### src/rtl/ram_wr_buffer_if.sv
// Bundle for the write buffer: command channel, MXU row stream, RAM write port and status.
// The slave modport is the buffer itself; master is whoever drives commands/rows and accepts writes.
interface ram_wr_buffer_if #(
  parameter int ADDR_WIDTH = 8,
  parameter int DATA_WIDTH = 128,
  parameter int STRB_WIDTH = 16
);
  logic                  ctrl_wr_buff_vld;
  logic                  ctrl_wr_buff_rdy;
  logic [ADDR_WIDTH-1:0] ctrl_wr_buff_start_addr;
  logic [3:0]            ctrl_wr_buff_ent_num;
  logic                  ctrl_wr_buff_dir;

  logic [STRB_WIDTH-1:0] mxu_wr_buff_vld;
  logic [DATA_WIDTH-1:0] mxu_wr_buff_data;
  logic                  wr_buff_mxu_rdy;

  logic                  ram_write_vld;
  logic                  ram_write_rdy;
  logic [ADDR_WIDTH-1:0] ram_write_addr;
  logic [DATA_WIDTH-1:0] ram_write_data;
  logic [STRB_WIDTH-1:0] ram_write_strb;

  logic                  wr_buff_busy;
  logic                  wr_buff_done;

  modport slave (
    input  ctrl_wr_buff_vld, ctrl_wr_buff_start_addr, ctrl_wr_buff_ent_num, ctrl_wr_buff_dir,
    output ctrl_wr_buff_rdy,
    input  mxu_wr_buff_vld, mxu_wr_buff_data,
    output wr_buff_mxu_rdy,
    output ram_write_vld, ram_write_addr, ram_write_data, ram_write_strb,
    input  ram_write_rdy,
    output wr_buff_busy, wr_buff_done
  );

  modport master (
    output ctrl_wr_buff_vld, ctrl_wr_buff_start_addr, ctrl_wr_buff_ent_num, ctrl_wr_buff_dir,
    input  ctrl_wr_buff_rdy,
    output mxu_wr_buff_vld, mxu_wr_buff_data,
    input  wr_buff_mxu_rdy,
    input  ram_write_vld, ram_write_addr, ram_write_data, ram_write_strb,
    output ram_write_rdy,
    input  wr_buff_busy, wr_buff_done
  );
endinterface

### src/rtl/ram_wr_buffer.sv
// Queues MXU result rows in a small FIFO and issues byte-strobed RAM writes with addresses
// assigned at push time; signals done once every row of the command has been written.
module ram_wr_buffer #(
  parameter int ENT_NUM    = 16,
  parameter int ADDR_WIDTH = 8,
  parameter int DATA_WIDTH = 128,
  parameter int STRB_WIDTH = 16
) (
  input logic         clk,
  input logic         rst,
  ram_wr_buffer_if.slave bus
);
  localparam int PTR_W = $clog2(ENT_NUM);
  localparam int CNT_W = PTR_W + 1;
  localparam int ENT_W = ADDR_WIDTH + DATA_WIDTH + STRB_WIDTH;
  localparam logic [CNT_W-1:0] FULL_CNT = CNT_W'(ENT_NUM);
  localparam logic [CNT_W-1:0] ONE_CNT  = CNT_W'(1);

  typedef enum logic [1:0] {
    IDLE  = 2'b00,
    RECV  = 2'b01,
    DRAIN = 2'b10
  } state_t;

  state_t state_reg, state_next;

  logic [ADDR_WIDTH-1:0] start_addr_reg;
  logic [3:0]            ent_num_reg;
  logic                  dir_reg;
  logic [3:0]            rows_reg;
  logic [ADDR_WIDTH-1:0] offset_reg;

  logic [ENT_W-1:0]      mem [ENT_NUM];
  logic [PTR_W-1:0]      wr_ptr_reg;
  logic [PTR_W-1:0]      rd_ptr_reg;
  logic [PTR_W-1:0]      rd_ptr_inc;
  logic [CNT_W-1:0]      count_reg;
  logic                  out_vld_reg;
  logic [ENT_W-1:0]      out_reg;

  logic                  cmd_take;
  logic                  fifo_full;
  logic                  fifo_empty;
  logic                  mxu_rdy;
  logic                  push;
  logic                  pop;
  logic                  done;
  logic [ADDR_WIDTH-1:0] push_addr;
  logic [ENT_W-1:0]      push_ent;

  assign cmd_take   = (state_reg == IDLE) && bus.ctrl_wr_buff_vld;
  assign fifo_full  = (count_reg == FULL_CNT);
  assign fifo_empty = (count_reg == '0);
  assign mxu_rdy    = (state_reg == RECV) && !fifo_full;
  assign push       = mxu_rdy && (|bus.mxu_wr_buff_vld);
  assign pop        = out_vld_reg && bus.ram_write_rdy;
  assign rd_ptr_inc = rd_ptr_reg + PTR_W'(1);

  // Address is fixed when the row enters the queue, so write order equals push order.
  assign push_addr = dir_reg ? (start_addr_reg - offset_reg) : (start_addr_reg + offset_reg);
  assign push_ent  = {push_addr, bus.mxu_wr_buff_data, bus.mxu_wr_buff_vld};

  always_ff @(posedge clk) begin
    if (rst) begin
      state_reg <= IDLE;
    end else begin
      state_reg <= state_next;
    end
  end

  always_comb begin
    state_next = state_reg;
    done       = 1'b0;
    case (state_reg)
      IDLE: begin
        if (bus.ctrl_wr_buff_vld) begin
          state_next = RECV;
        end
      end
      RECV: begin
        if (push && (rows_reg == ent_num_reg)) begin
          state_next = DRAIN;
        end
      end
      DRAIN: begin
        if (fifo_empty && !out_vld_reg) begin
          done       = 1'b1;
          state_next = IDLE;
        end
      end
      default: state_next = IDLE;
    endcase
  end

  always_ff @(posedge clk) begin
    if (rst) begin
      start_addr_reg <= '0;
      ent_num_reg    <= '0;
      dir_reg        <= 1'b0;
      rows_reg       <= '0;
      offset_reg     <= '0;
    end else if (cmd_take) begin
      start_addr_reg <= bus.ctrl_wr_buff_start_addr;
      ent_num_reg    <= bus.ctrl_wr_buff_ent_num;
      dir_reg        <= bus.ctrl_wr_buff_dir;
      rows_reg       <= '0;
      offset_reg     <= '0;
    end else if (push) begin
      rows_reg       <= rows_reg + 4'd1;
      offset_reg     <= offset_reg + ADDR_WIDTH'(1);
    end
  end

  always_ff @(posedge clk) begin
    if (push) begin
      mem[wr_ptr_reg] <= push_ent;
    end
  end

  // count includes the entry sitting in the output register; it leaves only on handshake.
  always_ff @(posedge clk) begin
    if (rst) begin
      wr_ptr_reg  <= '0;
      rd_ptr_reg  <= '0;
      count_reg   <= '0;
      out_vld_reg <= 1'b0;
      out_reg     <= '0;
    end else begin
      if (push) begin
        wr_ptr_reg <= wr_ptr_reg + PTR_W'(1);
      end
      if (pop) begin
        rd_ptr_reg <= rd_ptr_inc;
      end
      count_reg <= count_reg + CNT_W'(push) - CNT_W'(pop);
      if (!out_vld_reg || pop) begin
        if (out_vld_reg && (count_reg > ONE_CNT)) begin
          out_reg     <= mem[rd_ptr_inc];
          out_vld_reg <= 1'b1;
        end else if (push) begin
          // Queue drains to nothing this cycle: forward the incoming row straight to the port.
          out_reg     <= push_ent;
          out_vld_reg <= 1'b1;
        end else begin
          out_vld_reg <= 1'b0;
        end
      end
    end
  end

  assign bus.ram_write_vld  = out_vld_reg;
  assign bus.ram_write_addr = out_reg[ENT_W-1 -: ADDR_WIDTH];
  assign bus.ram_write_data = out_reg[STRB_WIDTH +: DATA_WIDTH];
  assign bus.ram_write_strb = out_reg[STRB_WIDTH-1:0];

  assign bus.wr_buff_mxu_rdy  = mxu_rdy;
  assign bus.ctrl_wr_buff_rdy = (state_reg == IDLE);
  assign bus.wr_buff_busy     = (state_reg != IDLE);
  assign bus.wr_buff_done     = done;
endmodule
### src/flat_wrapper.sv
// flat-port wrapper written by rule: the top's interface ports become plain ports
module ram_wr_buffer_flat 
#(
  parameter int ENT_NUM    = 16,
  parameter int ADDR_WIDTH = 8,
  parameter int DATA_WIDTH = 128,
  parameter int STRB_WIDTH = 16
)
  (clk, rst, bus_ctrl_wr_buff_vld, bus_ctrl_wr_buff_start_addr, bus_ctrl_wr_buff_ent_num, bus_ctrl_wr_buff_dir, bus_ctrl_wr_buff_rdy, bus_mxu_wr_buff_vld, bus_mxu_wr_buff_data, bus_wr_buff_mxu_rdy, bus_ram_write_vld, bus_ram_write_addr, bus_ram_write_data, bus_ram_write_strb, bus_ram_write_rdy, bus_wr_buff_busy, bus_wr_buff_done);
  ram_wr_buffer_if #(.ADDR_WIDTH(ADDR_WIDTH), .DATA_WIDTH(DATA_WIDTH), .STRB_WIDTH(STRB_WIDTH)) bus_i ();
  input logic clk;
  input logic rst;
  input wire logic [$bits(bus_i.ctrl_wr_buff_vld)-1:0] bus_ctrl_wr_buff_vld;
  input wire logic [$bits(bus_i.ctrl_wr_buff_start_addr)-1:0] bus_ctrl_wr_buff_start_addr;
  input wire logic [$bits(bus_i.ctrl_wr_buff_ent_num)-1:0] bus_ctrl_wr_buff_ent_num;
  input wire logic [$bits(bus_i.ctrl_wr_buff_dir)-1:0] bus_ctrl_wr_buff_dir;
  output wire logic [$bits(bus_i.ctrl_wr_buff_rdy)-1:0] bus_ctrl_wr_buff_rdy;
  input wire logic [$bits(bus_i.mxu_wr_buff_vld)-1:0] bus_mxu_wr_buff_vld;
  input wire logic [$bits(bus_i.mxu_wr_buff_data)-1:0] bus_mxu_wr_buff_data;
  output wire logic [$bits(bus_i.wr_buff_mxu_rdy)-1:0] bus_wr_buff_mxu_rdy;
  output wire logic [$bits(bus_i.ram_write_vld)-1:0] bus_ram_write_vld;
  output wire logic [$bits(bus_i.ram_write_addr)-1:0] bus_ram_write_addr;
  output wire logic [$bits(bus_i.ram_write_data)-1:0] bus_ram_write_data;
  output wire logic [$bits(bus_i.ram_write_strb)-1:0] bus_ram_write_strb;
  input wire logic [$bits(bus_i.ram_write_rdy)-1:0] bus_ram_write_rdy;
  output wire logic [$bits(bus_i.wr_buff_busy)-1:0] bus_wr_buff_busy;
  output wire logic [$bits(bus_i.wr_buff_done)-1:0] bus_wr_buff_done;
  assign bus_i.ctrl_wr_buff_vld = bus_ctrl_wr_buff_vld;
  assign bus_i.ctrl_wr_buff_start_addr = bus_ctrl_wr_buff_start_addr;
  assign bus_i.ctrl_wr_buff_ent_num = bus_ctrl_wr_buff_ent_num;
  assign bus_i.ctrl_wr_buff_dir = bus_ctrl_wr_buff_dir;
  assign bus_ctrl_wr_buff_rdy = bus_i.ctrl_wr_buff_rdy;
  assign bus_i.mxu_wr_buff_vld = bus_mxu_wr_buff_vld;
  assign bus_i.mxu_wr_buff_data = bus_mxu_wr_buff_data;
  assign bus_wr_buff_mxu_rdy = bus_i.wr_buff_mxu_rdy;
  assign bus_ram_write_vld = bus_i.ram_write_vld;
  assign bus_ram_write_addr = bus_i.ram_write_addr;
  assign bus_ram_write_data = bus_i.ram_write_data;
  assign bus_ram_write_strb = bus_i.ram_write_strb;
  assign bus_i.ram_write_rdy = bus_ram_write_rdy;
  assign bus_wr_buff_busy = bus_i.wr_buff_busy;
  assign bus_wr_buff_done = bus_i.wr_buff_done;
  ram_wr_buffer #(.ENT_NUM(ENT_NUM), .ADDR_WIDTH(ADDR_WIDTH), .DATA_WIDTH(DATA_WIDTH), .STRB_WIDTH(STRB_WIDTH)) u_core (.clk(clk), .rst(rst), .bus(bus_i));
endmodule
### config.mk
export PLATFORM = sky130hd
export DESIGN_NAME = ram_wr_buffer_flat
export DESIGN_NICKNAME = d
export VERILOG_FILES = /design/src/rtl/ram_wr_buffer_if.sv /design/src/rtl/ram_wr_buffer.sv /design/src/flat_wrapper.sv
export SDC_FILE = /design/constraint.sdc
export NUM_CORES = 2
export LEC_CHECK = 0
export ABC_AREA = 1
export CORE_MARGIN = 1
export CORE_UTILIZATION = 30
export CTS_BUF_LIST = sky130_fd_sc_hd__clkbuf_4 sky130_fd_sc_hd__clkbuf_8 sky130_fd_sc_hd__clkbuf_16
export DETAILED_ROUTE_END_ITERATION = 10
export REMOVE_ABC_BUFFERS = 1
export SETUP_SLACK_MARGIN = 0.4
export SYNTH_ARGS = -nofsm -noshare
export SYNTH_HDL_FRONTEND = slang
export SYNTH_SLANG_ARGS = --single-unit
### constraint.sdc
create_clock -name clk -period 12 [get_ports clk]
set_input_delay 1.8 -clock clk [delete_from_list [all_inputs] [get_ports clk]]
set_output_delay 1.8 -clock clk [all_outputs]
set_load 0.05 [all_outputs]
==> results by group <==
Global route
  – Largest net degree at the start of global routing: 218
  – Total GRT Usage: 16.4%
  – First-pass GRT wire length: 447000 microns
  – Initial antenna violation count: 17
  – Grt total ovfl: 0
  – Vias in the first global route: 67112

Layout
  – Sequential cell area: 76900 sq um
  – Fillers: 34664
  – Synth-to-layout area growth: 16.2%
  – Final Net Count: 9980
  – Multi-input gate area: 26700 sq um
  – Largest register FFs: 2432
  – Commonest non-fill, non-tap cell in the layout: nand2_1
  – Share of cells above drive strength 1: 6.19%
  – Most frequent cells in the layout: nand2_1, edfxtp_1, nand3_1
  – Core Util, Final: 35.1%

CTS
  – # hold bufs at CTS: 0
  – TritonCTS Buffers: 289
  – Post-CTS Resized: 0
  – CTS max path bufs: 4
  – TritonCTS clock tree: built
  – H-Tree Depth: 5
  – Root Driver: clkbuf_16
  – Clock sink count: 2625
  – Total setup buffers inserted after CTS: 0
  – Clock transition at path regs: 0.05 ns
  – Clk_lat worst skew: 0.89 ns

Timing
  – Final setup vio count: 0
  – Slew Viols, Final: 0
  – Hold WS: 0.512 ns
  – Minimum clock period: 6.77 ns
  – Unrepaired setup endpoints after global routing: false
  – Fmax: 148 MHz
  – Final hold vios: 0
  – Setup ws final: 5.23 ns
  – Max-slew headroom: 16.8%
  – Part of the cycle the worst path needs: 56.4%
  – Actual slew at the worst max-slew pin: 1.25 ns
  – Setup TNS: 0 ns
  – Clk_skew: 0.0936 ns

Placed design
  – Worst slack at placement: 4.07 ns
  – Gp weighted congestion: 0.756
  – Hpwl dp: 162000 microns
  – IO Port Bufs: 317

Logic synthesis
  – Post-synth top area cell: edfxtp_1
  – Synth Area per Inst: 11.0 sq um
  – Largest cells by area after synthesis: edfxtp_1, nand2_1, nand3_1
  – Synth cell types: 34
  – Yosys warning count: 0
  – Ys async rst share: 0%
  – Sequential element share of the synthesized area: 72.0%
  – Post-synthesis instance total: 9674
  – Post-synth top area share: 68.4%
  – Cell Area, Synth: 107000 sq um
  – EDFF count, synth: 2432
  – Top FF cell, synth: edfxtp_1
  – Synth Register Bits: 2625

Drt
  – Total Wirelength: 303000 microns
  – Drc violations: 0
  – 1st-iter DRT viols: 7138
  – Initial DRT Pass Iterations: 6
  – DR vias: 71092
  – Antenna viol nets, final: 0
  – Post-DR vias/cell: 4.82
  – Routed WL per cell: 20.5 microns

Worst setup path
  – Critical Path Max Stage Delay: 1.06 ns
  – Crit path top cell by count: nand2_1
  – Critical path capture point type: register
  – Crit-path cells: clkdlybuf4s50_1 -> nor2_1 -> nand2_1 -> nor2_1 -> nand2_1 -> nand2_1 -> inv_1 -> nand2_1 -> nor2_4 -> buf_4 -> buf_4
  – Critical setup path kind: in2reg
  – Worst-path fanout max: 43
  – CP arrival: 7.20 ns
  – Critical Path RT: 12.43 ns
  – Startpoint Class: primary input
  – CP max-delay cell: clkdlybuf4s50_1

Power
  – Pwr Total: 25.5 mW
  – Power Density: 205 nW/um^2
  – LEAKAGE: 44.8 nW
  – Peak supply drop: 0.140 mV

Floorplan
  – Die Span X: 599 microns
  – Die Y: 599 microns
  – Core Footprint: 353000 sq um
  – IO Count: 318
  – DIE AREA: 358000 sq um
  – Row count: 218
  – Initial Util: 30.2%

Run status
  – Outcome: completed

Run
  – Max-cap viol count: 0

Worst hold path
  – Worst hold path type: reg2reg
==> stage by stage <==
stage / cell area [sq um] / instances
floorplan: 104000 / 9066
global placement: 115000 / 14232
detailed placement: 115000 / 14232
CTS: 124000 / 14753
global route: 124000 / 14756
finish: 124000 / 14761
==> power by group <==
part	total, mW	leakage, nW	switching, mW	internal (mW)
Combinational	5.85	16.6	4.27	1.58
Sequential	10.8	23.5	0.254	10.5
Clock	8.83	4.71	3.67	5.17
Total	25.5	44.8	8.19	17.3
==> worst max-delay path: cells and delay by family <==
family | cells | cell delay (ns)
AND/OR/NAND/NOR | 7 | 2.31
buffers and inverters | 4 | 3.00
==> layer usage <==
layer  global-route usage (%)  wire length (microns)
met5                        0                     46
met4                     4.30                   7140
met3                     2.38                  20000
met2                     26.5                 141000
met1                     22.9                 134000
==> path summary, 6_finish.rpt <==
check / start / endpoint / slack, ns / cells past startpoint
worst max-delay path: bus_mxu_wr_buff_vld[15] / u_core.mem[5][134] / 5.23 / 11
worst min-delay path: u_core.start_addr_reg[6] / u_core.start_addr_reg[6] / 0.51 / 2
worst max register to register: u_core.rd_ptr_reg[0] / u_core.out_reg[56] / 6.00 / 12
worst min register to register: u_core.start_addr_reg[6] / u_core.start_addr_reg[6] / 0.51 / 2
==> area by class of cell <==
type,instances,share of cell area (%)
clock inverter,154,1.18
multi-input combinational,6201,21.5
clock buffer,367,6.42
sequential,2625,62.0
timing repair buffer,436,3.43
inverter,240,0.756
antenna,8,0.0161
tap,4730,4.77
==> cells in the mapped netlist (2+ instances only) <==
cell type  number
ha_1           24
fa_1            2
buf_4           2
inv_2           5
nor2_1        372
a21oi_1       184
clkbuf_1      337
xnor2_1         6
edfxtp_1     2432
nand4_1         5
buf_1          84
nor3_1          3
nand3_1      1982
or2_2           3
buf_2         185
dfxtp_1       193
xor2_1         10
o21ai_0        35
o211ai_1        4
inv_1         234
xor2_2          2
nand2_1      3558
==> cell families after synthesis <==
logic type / Yosys count / synth area share [%]
AND/OR/NAND/NOR: 5931 / 23.2
XOR/XNOR: 19 / 0.177
flip-flops: 2625 / 72.0
adder cells (fa/ha/maj): 26 / 0.319
AO/OA/AOI/OAI: 225 / 1.07
buffers and inverters: 848 / 3.20
No activity file was read; power rests on OpenSTA's default activity.
